==> config.mk <==
export PLATFORM = sky130hd
export DESIGN_NAME = univ_shift_reg
export DESIGN_NICKNAME = d
export VERILOG_FILES = /design/src/rtl/univ_shift_reg.sv
export SDC_FILE = /design/constraint.sdc
export NUM_CORES = 1
export LEC_CHECK = 0
export BUFFER_PORTS_ARGS = -buffer_cell sky130_fd_sc_hd__buf_4
export CAP_MARGIN = 40
export CORE_AREA = 4 4 43 45
export CTS_CLUSTER_SIZE = 40
export DETAILED_ROUTE_END_ITERATION = 12
export DIE_AREA = 0 0 47 49
export PLACE_DENSITY_LB_ADDON = 0.08
export SLEW_MARGIN = 20
export SYNTH_ARGS = -nofsm -noshare
export SYNTH_HDL_FRONTEND = slang
export SYNTH_SLANG_ARGS = --single-unit
==> constraint.sdc <==
create_clock -name clk -period 3.3 [get_ports clk]
set_input_delay 0.165 -clock clk [delete_from_list [all_inputs] [get_ports clk]]
set_output_delay 0.165 -clock clk [all_outputs]
set_load 0.005 [all_outputs]
==> src/rtl/univ_shift_reg.sv <==
// Universal WIDTH-bit shift register: hold / shift right / shift left / parallel load,
// with a saturating shift counter. Define UNIV_SHIFT_REG_ROTATE_EN to rotate instead of shift.
module univ_shift_reg #(
    parameter int                 WIDTH     = 8,
    parameter logic [WIDTH-1:0]   RESET_VAL = {WIDTH{1'b0}},
    localparam int                CNT_W     = $clog2(WIDTH + 1)
) (
    input  logic             clk,
    input  logic             sync_reset_n,
    input  logic             en,
    input  logic [1:0]       mode,
    input  logic [WIDTH-1:0] D,
    input  logic             ser_in_r,
    input  logic             ser_in_l,
    output logic [WIDTH-1:0] Q,
    output logic             ser_out_r,
    output logic             ser_out_l,
    output logic [CNT_W-1:0] shift_cnt,
    output logic             drained
);

    localparam logic [1:0] MODE_HOLD = 2'b00;
    localparam logic [1:0] MODE_SHR  = 2'b01;
    localparam logic [1:0] MODE_SHL  = 2'b10;
    localparam logic [1:0] MODE_LOAD = 2'b11;

    localparam logic [CNT_W-1:0] CNT_MAX = CNT_W'(WIDTH);

    logic fill_r;
    logic fill_l;

`ifdef UNIV_SHIFT_REG_ROTATE_EN
    // Rotation recirculates the bit falling off the opposite end.
    assign fill_r = Q[0];
    assign fill_l = Q[WIDTH-1];
`else
    assign fill_r = ser_in_r;
    assign fill_l = ser_in_l;
`endif

    always_ff @(posedge clk) begin
        if (!sync_reset_n) begin
            Q         <= RESET_VAL;
            shift_cnt <= '0;
        end else if (en) begin
            case (mode)
                MODE_SHR: begin
                    Q <= {fill_r, Q[WIDTH-1:1]};
                    if (shift_cnt != CNT_MAX) shift_cnt <= shift_cnt + 1'b1;
                end
                MODE_SHL: begin
                    Q <= {Q[WIDTH-2:0], fill_l};
                    if (shift_cnt != CNT_MAX) shift_cnt <= shift_cnt + 1'b1;
                end
                MODE_LOAD: begin
                    Q         <= D;
                    shift_cnt <= '0;
                end
                MODE_HOLD: begin
                    Q         <= Q;
                    shift_cnt <= shift_cnt;
                end
                default: begin
                    Q         <= Q;
                    shift_cnt <= shift_cnt;
                end
            endcase
        end
    end

    assign ser_out_r = Q[0];
    assign ser_out_l = Q[WIDTH-1];
    assign drained   = (shift_cnt == CNT_MAX);

endmodule

==> flow_summary.toml, run 1 <==
[run_status]
outcome = "finished, final reports clean"

[sta]
finalClockSkew_ns = 0.00457
fmax_mhz = 598
rsz0062_at_grt = "false"
relSlewSlack_pct = 47.9
hold_slack_ns = 0.158
finalHoldViolations = 0
min_period_ns = 1.67
setup_viol = 0
worst_slew_pin_slew_ns = 0.781
layout_setup_ws_ns = 1.63
maxSlewViolCount = 0
finalSetupTns_ns = 0
post-route-period-util_pct = 50.7

[detailed_routing]
drt-pass1-iter-count = 4
viasPerCell = 5.70
detail_route.wl_per_cell_um = 13.8
finalWirelength_um = 1690
drc_errors = 0
drt_iter0_markers = 8
vias = 701
ant_nets = 0

[min_path]
holdCritPathClass = "in2reg"

[pwr]
switchingPower_mw = 0.0904
switching_share_pct = 27.9
power_density_nw_per_um2 = 360
clock_power_share_pct = 28.3
ir_drop_uv = 158
combPwrFrac_pct = 21.2
p_leak_nw = 0.393
internal_power_mw = 0.234
p_seq_share_pct = 50.5

[grt]
grt_start_max_net_pins = 16
grt_overflow = 0
grt_use_total_pct = 15.9
antenna_found_initial = 0
grt_pass1_vias = 654
grt_first_pass_wirelength_um = 2780

[place]
portBuffers = 29
dp_hpwl_um = 1230
routabilityCongestion = 0.697
place_ws_ns = 1.60

[critical_path]
arrival_ns = 1.85
crit_path_start_kind = "register"
end_kind = "register"
crit_required_ns = 3.48
path_class = "reg2reg"
path_max_fanout = 7

[yosys]
ys_ff_latch = 12
synth_top_area_cell = "dfxtp_1"
yosysSeqAreaShare_pct = 35.9
syn_area_um2 = 669
synth_top_area_share_pct = 35.9
synthCells = 81
synth_warnings = 0
synth.avg_cell_area_um2 = 8.26
synth_nets = 101
yosysUniqueCellTypes = 24
synthTopCellsByArea = "dfxtp_1 (36%), ha_1 (9.3%), a22oi_1 (7.9%), a31oi_1 (7.5%), o21ai_0 (6.7%)"

[die]
start_util_pct = 45.5
row_count = 14
core_um2 = 1470
die_h_um = 49
die_x_um = 47
io_pins = 30
die-area_um2 = 2300

[cts]
worstSkewPairLatency_ns = 0.27
cts_tree = "built"
cts_buffer_depth = 2
post_cts.repair.setup_buffers = 0
htree_levels = 1
cts_hold_buf = 0
path_clk_slew_ns = 0.08
post_cts_resized = 0
cts_inserted_buffers = 3
cts.root.buffer_cell = "clkbuf_4"
clock-sinks = 12

[finish]
syn_to_final_growth_pct = 34.4
antenna_cells = 0
finalNetCount = 129
drive_above_1_share_pct = 31.8

[flow_run]
cap_violations = 0
critical path: stages, from the launching register on:
cell and delay, ns:
dfxtp_1 0.43, inv_1 0.07, ha_1 0.22, and4b_4 0.22, or3_4 0.34, o41ai_1 0.30
kinds of logic (layout without fill, tap and decap cells):
family | Yosys count | count (layout) | synth area share [%]
adders and majority gates | 5 | 5 | 9.35
DFF | 12 | 12 | 35.9
AOI/OAI and AO/OA | 32 | 32 | 30.7
and+or+nand+nor | 21 | 21 | 16.8
buffers and inverters | 11 | 37 | 7.29
worst paths after layout:
check | from | endpoint | slack (ns) | cells past startpoint
worst min register to register | Q[6] | Q[5] | 0.49 | 2
worst min-delay path | ser_in_r | Q[7] | 0.16 | 3
worst max register to register | shift_cnt[0] | shift_cnt[3] | 1.63 | 5
worst max-delay path | shift_cnt[0] | shift_cnt[3] | 1.63 | 5
layer usage:
layer	GRT usage [%]	vias to the layer above	share of wire [%]
met4	5.53	0	1.9
met5	0	-	0
met3	2.21	5	7.9
met1	21.2	320	44
met2	25.1	23	46
li1	-	353	-
sequential cells by signal, summed over array words and instances (netlist names):
| name | flops |
|---|---|
| Q | 8 |
| shift_cnt | 4 |
through the flow:
step / cell area (µm²) / util [%] / total power [mW] / std cells
global placement: 877 / 59.6 / 0.235 / 120
floorplan: 669 / - / 0.200 / 81
finish: 900 / 61.1 / 0.324 / 123
CTS: 900 / 61.1 / 0.327 / 123
detailed placement: 877 / 59.6 / 0.236 / 120
global route: 900 / 61.1 / 0.341 / 123
power groups by stage:
stage	combinational, mW	clock, mW	sequential (mW)
after floorplan	0.0341	0	0.166
after global placement	0.0679	0	0.167
after detailed placement	0.0689	0	0.167
after CTS	0.0696	0.0934	0.164
after global routing	0.0779	0.0976	0.165
final	0.0687	0.0916	0.164
layout by cell type, fill, tap and decap left out, types with 2 or more instances in the layout:
master and n:
dfxtp_1 12, nand2_1 10, nor2_1 4, ha_1 5, clkbuf_4 3, a31oi_1 8
o21ai_0 9, inv_1 5, a22oi_1 7, buf_4 29, a21oi_1 2
cell usage after synthesis:
library cell and n:
clkbuf_1 4, o21ai_0 9, nand3b_1 1, ha_1 5, nand2_1 10, o211ai_1 1, nand2b_1 1, dfxtp_1 12
a22oi_1 7, o31ai_1 1, nand3_1 1, buf_4 2, and4b_4 1, inv_1 5, nor2b_1 1, or4b_1 1
or3_4 1, nor2_1 4, o41ai_1 1, a21oi_1 2, a31oi_1 8, a221oi_1 1, o22ai_1 1, o311ai_0 1
cell type report:
class | count | area [µm²]
timing repair buffer | 29 | 218
inverter | 5 | 18.8
clock buffer | 3 | 22.5
fill | 150 | 572
sequential | 12 | 240
tap | 16 | 20.0
multi-input combinational | 58 | 380
No activity file was read; power rests on OpenSTA's default activity.
==> run 2, diff against run 1 <==
--- a/config.mk
+++ b/config.mk
@@ -5,12 +5,13 @@
 export SDC_FILE = /design/constraint.sdc
 export NUM_CORES = 1
 export LEC_CHECK = 0
+export ABC_AREA = 1
 export BUFFER_PORTS_ARGS = -buffer_cell sky130_fd_sc_hd__buf_4
 export CAP_MARGIN = 40
-export CORE_AREA = 4 4 43 45
+export CORE_AREA = 4 4 48 50
 export CTS_CLUSTER_SIZE = 40
 export DETAILED_ROUTE_END_ITERATION = 12
-export DIE_AREA = 0 0 47 49
+export DIE_AREA = 0 0 52 54
 export PLACE_DENSITY_LB_ADDON = 0.08
 export SLEW_MARGIN = 20
 export SYNTH_ARGS = -nofsm -noshare
==> constraint.sdc (replaced) <==
create_clock -name clk -period 1.45 [get_ports clk]
set_input_delay 0.0725 -clock clk [delete_from_list [all_inputs] [get_ports clk]]
set_output_delay 0.0725 -clock clk [all_outputs]
set_load 0.005 [all_outputs]
==> run 2 against run 1 <==
  * Sequential share of layout area shrank 2.5 points
  * Sequential power grew 130%
  * First-iteration DRC count grew 140%
  * Worst hold slack lost 0.067 ns
  * Clock power grew to 2.9 times the previous value
  * Final cell count grew 24%
  * Global-route usage shrank 2.1 points
  * Non-clock buffer count is the same
  * Register-to-register slack lost 1.4 ns
  * Clock skew shrank 0.0040 ns
==> flow_summary.toml, run 2 <==
[critical_path]
cpMaxStageDelayCell = "dfxtp_1"
end_kind = "output pin"
arrival_ns = 1.20
crit_chain = "inv_1 -> ha_1 -> nand2_1 -> nor2_1 -> buf_4"
reg2reg_slack_ns = 0.23
r2r_cells = 7
cpPeakStageDelay_ns = 0.40
path_max_fanout = 5
crit_path_start_kind = "register"
path_class = "reg2out"
crit_required_ns = 1.38

[cts]
cts.root.buffer_cell = "clkbuf_4"
clock-sinks = 12
htree_levels = 1
cts_hold_buf = 0
cts_inserted_buffers = 3
post_cts_resized = 0
post_cts.repair.setup_buffers = 0
worstSkewPairLatency_ns = 0.27
cts_tree = "built"
cts_buffer_depth = 2
path_clk_slew_ns = 0.08

[yosys]
yosysUniqueCellTypes = 22
async_flop_share_pct = 0
synth_edf_count = 0
synth-main-ff-cell = "dfxtp_1"
ys_ff_latch = 12
synth_top_area_share_pct = 31.7
synth_warnings = 0
syn_area_um2 = 757
synthTopCellsByArea = "dfxtp_1 (32%), nand2_1 (15%), ha_1 (8.3%), a41oi_1 (6.9%), inv_1 (4.5%)"
synth.avg_cell_area_um2 = 7.72
yosysMostFrequentCell = "nand2_1"
yosys-top-cells-count = "nand2_1 (30), dfxtp_1 (12), inv_1 (9), a41oi_1 (6), o21ai_0 (6)"
yosysSeqAreaShare_pct = 31.7
synth_nets = 118
synthCells = 98
synth_top_area_cell = "dfxtp_1"

[pwr]
switching_share_pct = 27.4
clock_power_share_pct = 32.4
combPwrFrac_pct = 22.0
switchingPower_mw = 0.226
internal_power_mw = 0.598
ir_drop_uv = 462
power_density_nw_per_um2 = 831
p_seq_share_pct = 45.6
p_leak_nw = 0.436

[min_path]
hold-path-cell-count = 3
holdCritPathClass = "in2reg"

[detailed_routing]
vias = 721
finalWirelength_um = 1740
drt-pass1-iter-count = 4
detail_route.wl_per_cell_um = 11.4
drt_iter0_markers = 19
ant_nets = 0
viasPerCell = 4.74
drc_errors = 0

[finish]
layout_common_cells = "nand2_1 (30), buf_4 (29), dfxtp_1 (12)"
drive_above_1_share_pct = 33.6
top_regs = "Q: 8 flops, shift_cnt: 4 flops"
syn_to_final_growth_pct = 30.9
final_common_cell = "nand2_1"
regMostFlops = "Q"
finalNetCount = 146
antenna_cells = 0
largest_reg_flops = 8

[grt]
grt_pass1_vias = 633
grt_start_max_net_pins = 18
grt_first_pass_wirelength_um = 2870
antenna_found_initial = 0
grt_use_total_pct = 13.7
grt_overflow = 0

[sta]
worst_slew_pin_slew_ns = 0.517
finalSetupTns_ns = 0
maxSlewViolCount = 0
post-route-period-util_pct = 87.9
fmax_mhz = 785
finalHoldViolations = 0
min_period_ns = 1.27
finalClockSkew_ns = 0.000583
relSlewSlack_pct = 65.5
setup_viol = 0
rsz0062_at_grt = "false"
hold_slack_ns = 0.0910

[die]
die_x_um = 52
start_util_pct = 39.8
row_count = 16
die_h_um = 54
io_pins = 30
die-area_um2 = 2810
core_um2 = 1900

[run_status]
outcome = "finished, final reports clean"

[place]
routabilityCongestion = 0.883
dp_hpwl_um = 1300
portBuffers = 29

[flow_run]
cap_violations = 0
## run 2: cell count changes after synthesis, sizes merged, moves of 4 or more
cell    previous run  this run
nand2             10        31
a41oi              0         8
buf                2         6
a31oi              8         0
inv                5        10
a22oi              7         0
clkbuf             4         0
## run 2: cells by family after synthesis
family	Yosys count	synth area share [%]
AOI/OAI and AO/OA	24	22.8
adders and majority gates	5	8.26
buffers and inverters	17	12.7
DFF	12	31.7
and+or+nand+nor	40	24.5
## run 2: layer usage
metal | GRT usage, % | wire (µm) | vias up
met5 | 0 | 0 | -
met4 | 3.93 | 10 | 0
met3 | 5.26 | 115 | 2
met2 | 20.5 | 772 | 20
met1 | 18.2 | 838 | 321
li1 | - | - | 378
## run 2: final timing paths
check / startpoint / end
max: shift_cnt[0] / drained
min: sync_reset_n / shift_cnt[3]
max reg2reg: shift_cnt[0] / shift_cnt[2]
min reg2reg: shift_cnt[3] / shift_cnt[3]
## run 2: cell type report
| type | count | area [µm²] |
|---|---|---|
| Fill cell | 188 | 911 |
| Inverter | 11 | 42.5 |
| Sequential cell | 12 | 240 |
| Clock buffer | 4 | 36.3 |
| Tap cell | 27 | 33.8 |
| Multi-Input combinational cell | 69 | 420 |
| Timing Repair Buffer | 29 | 218 |
## run 2: per-stage QoR
stage	setup WS, ns	power (mW)	cells	instance area (µm²)	util [%]
final	0.175	0.824	152	991	52.1
after global routing	0.107	0.878	152	991	52.1
after CTS	0.169	0.837	152	991	52.1
after detailed placement	0.246	0.566	148	955	50.2
after global placement	0.270	0.564	148	955	50.2
after floorplan	0.324	0.490	98	757	-
## run 2: power groups by stage
stage	Clock [mW]	Sequential [mW]	Combinational (mW)
finish	0.267	0.375	0.181
global route	0.293	0.380	0.205
CTS	0.278	0.376	0.183
detailed placement	0	0.383	0.183
global placement	0	0.383	0.181
floorplan	0	0.381	0.109
## run 2: worst max-delay path, delay by kind of cell (launching register included)
kind	cells	cell delay (ns)
adders and majority gates	1	0.22
buffers and inverters	2	0.21
DFF	1	0.40
and+or+nand+nor	2	0.11
